File: src/rtl/invert_search.sv
// Inverse-function search: finds x with f(x) == y by linear scan (MODE=0)
// or by binary search over a nondecreasing f (MODE=1).
module invert_search #(
  parameter int WIDTH = 8,
  parameter int MODE  = 0
) (
  input  logic             clk,
  input  logic             rst_n,
  input  logic             start,
  input  logic [WIDTH-1:0] y,
  output logic [WIDTH-1:0] probe_x,
  input  logic [WIDTH-1:0] f_y,
  output logic             busy,
  output logic             done,
  output logic             found,
  output logic [WIDTH-1:0] x,
  output logic [WIDTH:0]   probes
);

  localparam bit               BIN   = (MODE != 0);
  localparam logic [WIDTH-1:0] MAX_C = {WIDTH{1'b1}};
  localparam logic [WIDTH:0]   MAX_V = {1'b0, {WIDTH{1'b1}}};
  localparam logic [WIDTH:0]   ONE_V = {{WIDTH{1'b0}}, 1'b1};

  typedef enum logic [1:0] {
    S_IDLE   = 2'd0,
    S_SEARCH = 2'd1,
    S_DONE   = 2'd2
  } state_t;

  state_t           state_q, state_d;
  logic [WIDTH-1:0] y_q, y_d;
  logic [WIDTH-1:0] cand_q, cand_d;
  logic [WIDTH:0]   lo_q, lo_d, hi_q, hi_d;
  logic             found_q, found_d;
  logic [WIDTH-1:0] x_q, x_d;
  logic [WIDTH:0]   probes_q, probes_d;
  logic             busy_q, busy_d;
  logic             done_q, done_d;

  // Bounds are kept one bit wider so mid+1 / mid-1 and lo+hi never wrap.
  logic [WIDTH:0] mid_s, lo_inc_s, hi_dec_s;
  assign mid_s    = {1'b0, cand_q};
  assign lo_inc_s = mid_s + ONE_V;
  assign hi_dec_s = mid_s - ONE_V;

  // Next-state, search bookkeeping and result capture.
  always_comb begin
    state_d  = state_q;
    y_d      = y_q;
    cand_d   = cand_q;
    lo_d     = lo_q;
    hi_d     = hi_q;
    found_d  = found_q;
    x_d      = x_q;
    probes_d = probes_q;
    case (state_q)
      S_IDLE: begin
        if (start) begin
          state_d  = S_SEARCH;
          y_d      = y;
          found_d  = 1'b0;
          x_d      = {WIDTH{1'b0}};
          probes_d = {(WIDTH+1){1'b0}};
          lo_d     = {(WIDTH+1){1'b0}};
          hi_d     = MAX_V;
          cand_d   = BIN ? WIDTH'(MAX_V >> 1) : {WIDTH{1'b0}};
        end else begin
          state_d = S_IDLE;
        end
      end
      S_SEARCH: begin
        probes_d = probes_q + ONE_V;
        if (f_y == y_q) begin
          state_d = S_DONE;
          found_d = 1'b1;
          x_d     = cand_q;
        end else if (!BIN) begin
          if (cand_q == MAX_C) begin
            state_d = S_DONE;
            found_d = 1'b0;
            x_d     = {WIDTH{1'b0}};
          end else begin
            cand_d = cand_q + {{(WIDTH-1){1'b0}}, 1'b1};
          end
        end else if (f_y < y_q) begin
          if ((cand_q == MAX_C) || (lo_inc_s > hi_q)) begin
            state_d = S_DONE;
            found_d = 1'b0;
            x_d     = {WIDTH{1'b0}};
          end else begin
            lo_d   = lo_inc_s;
            cand_d = WIDTH'((lo_inc_s + hi_q) >> 1);
          end
        end else begin
          if ((cand_q == {WIDTH{1'b0}}) || (lo_q > hi_dec_s)) begin
            state_d = S_DONE;
            found_d = 1'b0;
            x_d     = {WIDTH{1'b0}};
          end else begin
            hi_d   = hi_dec_s;
            cand_d = WIDTH'((lo_q + hi_dec_s) >> 1);
          end
        end
      end
      S_DONE: begin
        state_d = S_IDLE;
      end
      default: begin
        state_d = S_IDLE;
      end
    endcase
    busy_d = (state_d == S_SEARCH);
    done_d = (state_d == S_DONE);
  end

  // State and datapath registers.
  always_ff @(posedge clk or negedge rst_n) begin
    if (!rst_n) begin
      state_q  <= S_IDLE;
      y_q      <= {WIDTH{1'b0}};
      cand_q   <= {WIDTH{1'b0}};
      lo_q     <= {(WIDTH+1){1'b0}};
      hi_q     <= {(WIDTH+1){1'b0}};
      found_q  <= 1'b0;
      x_q      <= {WIDTH{1'b0}};
      probes_q <= {(WIDTH+1){1'b0}};
      busy_q   <= 1'b0;
      done_q   <= 1'b0;
    end else begin
      state_q  <= state_d;
      y_q      <= y_d;
      cand_q   <= cand_d;
      lo_q     <= lo_d;
      hi_q     <= hi_d;
      found_q  <= found_d;
      x_q      <= x_d;
      probes_q <= probes_d;
      busy_q   <= busy_d;
      done_q   <= done_d;
    end
  end

  assign probe_x = cand_q;
  assign busy    = busy_q;
  assign done    = done_q;
  assign found   = found_q;
  assign x       = x_q;
  assign probes  = probes_q;

endmodule

File: config.mk
export PLATFORM = sky130hd
export DESIGN_NAME = invert_search
export DESIGN_NICKNAME = d
export VERILOG_FILES = /design/src/rtl/invert_search.sv
export SDC_FILE = /design/constraint.sdc
export NUM_CORES = 1
export LEC_CHECK = 0
export BUFFER_PORTS_ARGS = -buffer_cell sky130_fd_sc_hd__buf_2
export CAP_MARGIN = 10
export CORE_MARGIN = 2
export CORE_UTILIZATION = 51
export DETAILED_ROUTE_END_ITERATION = 10
export GPL_TIMING_DRIVEN = 0
export PLACE_DENSITY_LB_ADDON = 0.12
export SETUP_SLACK_MARGIN = 0.1
export SYNTH_ARGS = -nofsm -noshare
export SYNTH_HDL_FRONTEND = slang
export SYNTH_SLANG_ARGS = --single-unit
export TNS_END_PERCENT = 50
File: constraint.sdc
create_clock -name clk -period 2.18 [get_ports clk]
set_clock_uncertainty 0.1 [all_clocks]
set_input_delay 0.109 -clock clk [delete_from_list [all_inputs] [get_ports clk]]
set_output_delay 0.109 -clock clk [all_outputs]
set_load 0.01 [all_outputs]
==> results.tsv, run 1 <==
metric	value	unit
maxCapViolations	0	
slew_headroom	44.6	%
antenna_found_initial	0	
synth.largest_area_cell	dfrtp_1	
synth-seq-cells	38	
seq_power_share	47.3	%
syn_inst	169	
period_share	90.8	%
power_density	1100	nW/um^2
finalPower	0.00244	W
leakagePower	1.13	nW
std_cell_rows	21	
comb_power_share	37.9	%
clkLatencyLatePin	340	ps
synth_fp_nets	190	
cts_max_path_buffers	2	
setup_tns	0	ps
overflow	0	
cts_tree	yes	
mostFrequentLayoutCells	buf_2 (46), nand2_1 (37), dfrtp_1 (37)	
dieArea	3880	sq um
cp-end-kind	flip-flop	
worstPathCellList	xor2_1, nor4_4, nand2_4, a21o_1, buf_6, a32o_1	
ys_seq_area_share	54.9	%
syn_avg_cell_area	10.2	sq um
path_clk_slew	110	ps
synth_edf_count	0	
area_delta_synth_final	28.5	%
slew_viol_final	0	
ys_top_cells_by_area	dfrtp_1 (55%), nand2_1 (8.0%), a32o_1 (4.6%), xor2_1 (4.0%), a21oi_1 (2.6%)	
core	3310	sq um
power.clock.fraction	14.8	%
synth_cell_types	32	
grt_pass1_wl	6.84	mm
syn-cell-area	1730	sq um
setup_ws	201	ps
crit_arrival	2110	ps
peakVddDrop	0.000694	V
vias_per_cell	5.65	
crit_type	reg2reg	
grt_max_degree	39	
cts_root_buffer	clkbuf_4	
drtAntennaViolNets	0	
die_y	62.3	microns
ys.flop_type	dfrtp_1	
drt_iter0_drc	111	
status	finished clean	
dr_total_vias	1575	
fin_util	67.2	%
hold_path_class	in2async	
final_common_cell	buf_2	
grt_pass1_vias	1535	
fmax	0.505	GHz
p_switching	0.000970	W
ys_async_sr_fraction	100	%
wl_per_cell	14.5	microns
drive_gt1_share	27.9	%
drtPass1Iterations	4	
place.gp.congestion	0.809	
fin_crit	1980	ps
worstMarginPinSlew	830	ps
cts_max_level	2	
grt.total_usage	22.6	%
finalHoldViolCount	0	
yosysWarnings	0	
clock_sinks	38	
dp_hpwl	2.74	mm
n_fill_cell	281	
cp_slowest_cell	nor4_4	
rsz0062_at_grt	false	
dp_slack	59.5	ps
max_stage_delay	450	ps
crit_required	2310	ps
layout.nets	255	
worst-path-max-fanout	10	
io-pin-count	47	
cts_buffers	5	
setup_viol	0	
start_util	52.3	%
internal_power	0.00147	W
drc	0	
routed_wl	4.06	mm
synth_top_area_share	54.9	%
worst_setup_path_start_kind	flip-flop	
diodes	0	
port_buffers	46	
die_w	62.3	microns
sw_frac_of_total	39.7	%
stage by stage:
step                instances  hold WS (ps)  cell area, sq um
floorplan                 169          -287              1730
global placement          261           140              2020
detailed placement        261           150              2020
CTS                       276           288              2170
global route              279           313              2230
finish                    279           300              2230
path summary, 6_finish.rpt:
check / start / endpoint / slack [ps] / cells past startpoint
worst max-delay path: y_q[6] / x[3] / 200 / 6
worst min-delay path: rst_n / probe_x[5] / 300 / 2
worst max register to register: y_q[6] / x[3] / 200 / 6
worst min register to register: probes[8] / probes[8] / 400 / 1
max in group asynchronous: rst_n / probe_x[0] / 1110 / 2
min in group clk: start / x[4] / 310 / 3
critical path, delay by kind of cell, from the launching register on:
family          cells  cell delay (ps)
compound gates      2              440
xor+xnor            1              190
buf+inv             1              140
flops               1              400
simple gates        2              610
final cells by class:
class                           count  area, sq um  area share [%]
Sequential cell                    38          952            42.8
Multi-Input combinational cell    121          777            34.9
Timing Repair Buffer               58          343            15.4
Tap cell                           46         57.6            2.59
Clock buffer                        6         51.3            2.30
Buffer                              5         26.3            1.18
Inverter                            5         18.8           0.843
synth_stat cells, types with 4 or more instances:
cell        n
o21ai_0     7
nor2b_1     4
dfrtp_1    38
nand2_1    37
o2bb2ai_1   4
a21oi_1     9
inv_1       5
xor2_1      8
a32o_1      8
clkbuf_1    4
nor2_1      5
nand3_1     9
kinds of logic after synthesis:
group | after synthesis | share of synthesized area (%)
buffers and inverters | 10 | 2.60
AND/OR/NAND/NOR | 69 | 19.0
multiplexers | 2 | 1.16
XOR/XNOR | 8 | 4.05
AO/OA/AOI/OAI | 40 | 16.8
flip-flops | 38 | 54.9
adder cells (fa/ha/maj) | 2 | 1.44
registers in the layout, summed over array words and instances (netlist names):
name     count
busy         1
probes       9
y_q          8
found        1
done         1
x            8
state_q      2
probe_x      8
layer usage:
metal / up-vias / GRT usage, % / routed length (microns)
met2: 56 / 39.1 / 2030
li1: 730 / - / -
met3: 8 / 6.70 / 250
met5: - / 0 / 0
met4: 0 / 8.61 / 69
met1: 781 / 26.7 / 1710
power groups by stage:
stage                     registers [W]  logic [W]  clock network (W)
after CTS                       0.00116   0.000865           0.000368
after floorplan                 0.00120   0.000459                  0
after global placement          0.00115   0.000776                  0
after global routing            0.00119    0.00104           0.000409
after detailed placement        0.00117   0.000825                  0
final                           0.00116   0.000925           0.000360
repair_timing:
item                                    4_1_cts  5_1_grt
hold endpoints to repair                     46        0
endpoints found under the setup margin       10       17
hold buffers                                  9        0
pin swaps                                     0        1
resized for setup                             2        6
setup buffers                                 0        3
Note: power is estimated with default switching activity, not from simulation.
==> run 2, diff against run 1 <==
PLACE_DENSITY = 0.78   (was default)
PLACE_DENSITY_LB_ADDON = default   (was 0.12)
==> run 2 against run 1 <==
Sequential power barely moved. Highest routed layer unchanged. Clock power rose by 3%. Total power fell by 0.85%. Worst setup slack got worse by 45 ps. Maximum frequency fell by 2.2%. Register-to-register slack got worse by 50 ps.
==> results.tsv, run 2 (synthesized netlist as in run 1, its figures left out) <==
metric	value	unit	change
status	finished clean		unchanged
drive_gt1_share	29.7	%	was 27.9%
crit_type	reg2reg		unchanged
ff2ff_setup_slack	160	ps	was 200 ps
grt.total_usage	20.8	%	was 22.6%
drtAntennaViolNets	0		unchanged
port_buffers	46		unchanged
largest_reg_flops	9		unchanged
dr_total_vias	1488		was 1575
drt_iter0_drc	68		was 111
rsz0062_at_grt	true		was false
placedCellCount	261		unchanged
setup_viol	0		unchanged
final_common_cell	buf_2		unchanged
cts_root_buffer	clkbuf_4		unchanged
rr_worst_depth	6		unchanged
power_density	1070	nW/um^2	was 1100 nW/um^2
setup_ws	155	ps	was 201 ps
period_share	92.9	%	was 90.8%
antenna_found_initial	0		unchanged
clock_sinks	38		unchanged
finalHoldViolCount	0		unchanged
fmax	0.494	GHz	was 0.505 GHz
die_w	62.3	microns	unchanged
regArea	952	sq um	unchanged
diodes	0		unchanged
mostFrequentLayoutCells	buf_2 (46), nand2_1 (37), dfrtp_1 (37)		unchanged
routed_wl	3.91	mm	was 4.06 mm
layout.nets	259		was 255
worst_setup_path_start_kind	flip-flop		unchanged
cts_tree	yes		unchanged
slew_viol_final	0		unchanged
hold_path_class	in2async		unchanged
cp-end-kind	flip-flop		unchanged
worstMarginPinSlew	807	ps	was 830 ps
cts_buffers	5		unchanged
place.gp.congestion	0.790		was 0.809
slew_headroom	46.2	%	was 44.6%
leakagePower	1.15	nW	was 1.13 nW
std_cell_rows	21		unchanged
fin_util	68.2	%	was 67.2%
core	3310	sq um	unchanged
grt_pass1_vias	1342		was 1535
finalPower	0.00242	W	was 0.00244 W
n_fill_cell	281		unchanged
vias_per_cell	5.22		was 5.65
dieArea	3880	sq um	unchanged
peakVddDrop	0.000627	V	was 0.000694 V
path_clk_slew	100	ps	was 110 ps
io-pin-count	47		unchanged
r2r_end	x[1]		was x[3]
start_util	52.3	%	unchanged
wl_per_cell	13.7	microns	was 14.5 microns
instances_no_fill	285		was 279
crit_arrival	2160	ps	was 2110 ps
dp_slack	-2.46	ps	was 59.5 ps
grt_max_degree	39		unchanged
drtPass1Iterations	6		was 4
reg2reg_from	y_q[2]		was y_q[6]
clkLatencyLatePin	340	ps	about the same
dp_hpwl	2.54	mm	was 2.74 mm
overflow	0		unchanged
area_delta_synth_final	30.3	%	was 28.5%
crit_required	2310	ps	about the same
fin_crit	2020	ps	was 1980 ps
maxCapViolations	0		unchanged
grt_pass1_wl	6.28	mm	was 6.84 mm
worst-path-max-fanout	7		was 10
multi_input_area	769	sq um	was 777 sq um
die_y	62.3	microns	unchanged
drc	0		unchanged
cts_max_path_buffers	2		unchanged
cts_max_level	2		unchanged
run 2: cell count changes in the layout (fill, tap and decap cells not counted), sizes merged:
cell	delta
buf	+4
clkbuf	+1
clkinv	+1
run 2: final cells by class:
class,instances,share of cell area (%)
Buffer,5,1.16
Clock buffer,7,2.44
Clock inverter,1,0.222
Inverter,5,0.831
Multi-Input combinational cell,121,34.1
Sequential cell,38,42.2
Tap cell,46,2.55
Timing Repair Buffer,62,16.5
run 2: report_power, final:
part / switching (W) / internal, W
clock: 0.000213 / 0.000156
sequential: 0.000223 / 0.000930
combinational: 0.000499 / 0.000400
total: 0.000934 / 0.00149
run 2: critical path, cell delays in order, from the launching register on:
cell,delay [ps]
dfrtp_1,420
xor2_2,170
nor4_4,410
nand2_2,190
a21o_1,240
buf_4,160
a32o_1,240
run 2: repair_timing:
action / CTS / global route
gates resized for setup: 3 / 5
hold endpoints to repair: 46 / 0
setup buffers: 0 / 6
hold buffers: 9 / 0
gates cloned: 0 / 1
setup endpoints to repair: 13 / 14
pin swaps: 0 / 5
run 2: worst max-delay path by stage:
stage               slack (ps)    to  startpoint
detailed placement          -2  x[7]      y_q[0]
CTS                        160  x[7]      y_q[0]
global placement             2  x[0]      y_q[0]
finish                     160  x[1]      y_q[2]
floorplan                  320  x[0]      y_q[0]
global route                80  x[1]  probe_x[0]
run 2: routing by layer:
| layer | global-route usage [%] | routed length, microns | vias up |
|---|---|---|---|
| li1 | - | - | 737 |
| met1 | 28.8 | 1820 | 705 |
| met2 | 32.2 | 1820 | 40 |
| met3 | 4.53 | 211 | 6 |
| met4 | 8.33 | 52 | 0 |
| met5 | 0 | 0 | - |
run 2: through the flow:
step	TNS (ps)	cell area (sq um)	hold WS, ps
finish	0	2260	292
global route	0	2260	343
CTS	0	2190	302
detailed placement	-3.30	2020	143
global placement	0	2020	150
floorplan	0	1730	-287
==> run 3, diff against run 2 <==
PLACE_DENSITY = default   (was 0.78)
PLACE_DENSITY_LB_ADDON = 0.2   (was default)
==> run 3 against run 2 <==
Sequential power is essentially flat. Sequential share of layout area is 1.0 points higher. Highest routed layer unchanged. Maximum frequency increased by 1.3%.
==> results.tsv, run 3 (synthesized netlist as in run 1, its figures left out) <==
metric	value	unit	change
status	finished clean		unchanged
cp_slowest_cell	dfrtp_1		unchanged
drive_gt1_share	26.7	%	was 29.7%
worst-path-max-fanout	10		was 7
antenna_found_initial	0		unchanged
io-pin-count	47		unchanged
area_delta_synth_final	27.3	%	was 30.3%
vias_per_cell	5.48		was 5.22
final_common_cell	buf_2		unchanged
die_w	62.3	microns	unchanged
layout.nets	253		was 259
drc	0		unchanged
period_share	91.7	%	was 92.9%
postLayoutCellArea	2200	sq um	was 2260 sq um
core	3310	sq um	unchanged
cp-end-kind	flip-flop		unchanged
n_fill_cell	300		was 281
hold_path_class	in2async		unchanged
m1WireLength	1.59	mm	was 1.82 mm
leakagePower	1.12	nW	was 1.15 nW
finalPower	0.00237	W	was 0.00242 W
setup_tns	0	ps	unchanged
dp_hpwl	2.71	mm	was 2.54 mm
worstPathCellList	ha_1, nand3_1, nor2_2, nand3_2, a21o_1, buf_6, a32o_1		was xor2_2, nor4_4, nand2_2, a21o_1, buf_4, a32o_1
grt_max_degree	39		unchanged
finalHoldViolCount	0		unchanged
crit_type	reg2reg		unchanged
diodes	0		unchanged
clock_sinks	38		unchanged
routed.top_layer	met4		unchanged
port_buffers	46		unchanged
dr_total_vias	1523		was 1488
wl_met2	2.08	mm	was 1.82 mm
multi_input_area	777	sq um	was 769 sq um
die_y	62.3	microns	unchanged
start_util	52.3	%	unchanged
place.gp.congestion	0.839		was 0.790
grt_pass1_vias	1511		was 1342
dpl_cell_area	2020	sq um	unchanged
crit_required	2310	ps	about the same
cts_tree	yes		unchanged
crit_arrival	2130	ps	was 2160 ps
fin_crit	2000	ps	was 2020 ps
cts_buffers	5		unchanged
dieArea	3880	sq um	unchanged
regArea	952	sq um	unchanged
slew_viol_final	0		unchanged
drtPass1Iterations	4		was 6
cts_max_path_buffers	2		unchanged
rsz0062_at_grt	false		was true
worst_setup_path_start_kind	flip-flop		unchanged
cts_max_level	2		unchanged
drt_iter0_drc	115		was 68
clkLatencyLatePin	340	ps	about the same
wl_per_cell	14.0	microns	was 13.7 microns
wl_met3	187	microns	was 211 microns
max_stage_delay	440	ps	was 420 ps
peakVddDrop	0.000734	V	was 0.000627 V
worstMarginPinSlew	813	ps	was 807 ps
setup_viol	0		unchanged
path_clk_slew	100	ps	about the same
std_cell_rows	21		unchanged
routed_wl	3.91	mm	about the same
power_density	1080	nW/um^2	was 1070 nW/um^2
grt.total_usage	21.7	%	was 20.8%
drtAntennaViolNets	0		unchanged
mostFrequentLayoutCells	buf_2 (46), nand2_1 (37), dfrtp_1 (37)		unchanged
cts_root_buffer	clkbuf_4		unchanged
grt_pass1_wl	6.60	mm	was 6.28 mm
overflow	0		unchanged
fmax	0.500	GHz	was 0.494 GHz
maxCapViolations	0		unchanged
fin_util	66.6	%	was 68.2%
largest_reg_flops	9		unchanged
slew_headroom	45.8	%	was 46.2%
run 3: worst paths after layout:
path	startpoint	to	slack (ps)	depth (start not counted)
worst min register to register	y_q[0]	y_q[0]	410	2
worst max-delay path	probe_x[1]	x[5]	180	7
worst min-delay path	rst_n	y_q[2]	280	2
worst max register to register	probe_x[1]	x[5]	180	7
min in group clk	start	x[7]	290	3
max in group asynchronous	rst_n	probe_x[0]	1130	2
run 3: final cells by class:
class,instances,area share (%)
sequential,38,43.2
multi-input combinational,121,35.2
timing repair buffer,56,14.9
tap,46,2.61
clock buffer,7,2.04
buffer,5,1.19
inverter,5,0.851
run 3: routing by layer:
metal | vias to the layer above | track usage (%)
met5 | - | 0
met4 | 0 | 8.06
met3 | 6 | 6.52
met2 | 40 | 37.9
met1 | 751 | 25.4
li1 | 726 | -
run 3: through the flow:
step / cells / setup slack (ps) / hold slack, ps
detailed placement: 261 / 11.7 / 143
global placement: 261 / 83.5 / 132
finish: 278 / 182 / 281
CTS: 277 / 107 / 292
floorplan: 169 / 316 / -287
global route: 278 / 42.8 / 314
run 3: report_power, final:
group | switching (W) | internal (W) | total [W]
registers | 0.000234 | 0.000930 | 0.00116
clock network | 0.000211 | 0.000122 | 0.000333
logic | 0.000501 | 0.000376 | 0.000877
total | 0.000946 | 0.00143 | 0.00237
run 3: critical path: cells and delay by family, from the launching register on:
kind                     cells  cell delay, ps
flip-flops                   1             440
buffers and inverters        1             140
AO/OA/AOI/OAI                2             460
adder cells (fa/ha/maj)      1             210
AND/OR/NAND/NOR              3             550
run 3: what timing repair did:
action | CTS | global route
buffers inserted | 0 | 1
hold buffers | 9 | 0
cloned | 0 | 0
endpoints found under the hold margin | 46 | 0
endpoints found under the setup margin | 13 | 15
gates resized for setup | 2 | 6
pin swaps | 0 | 1
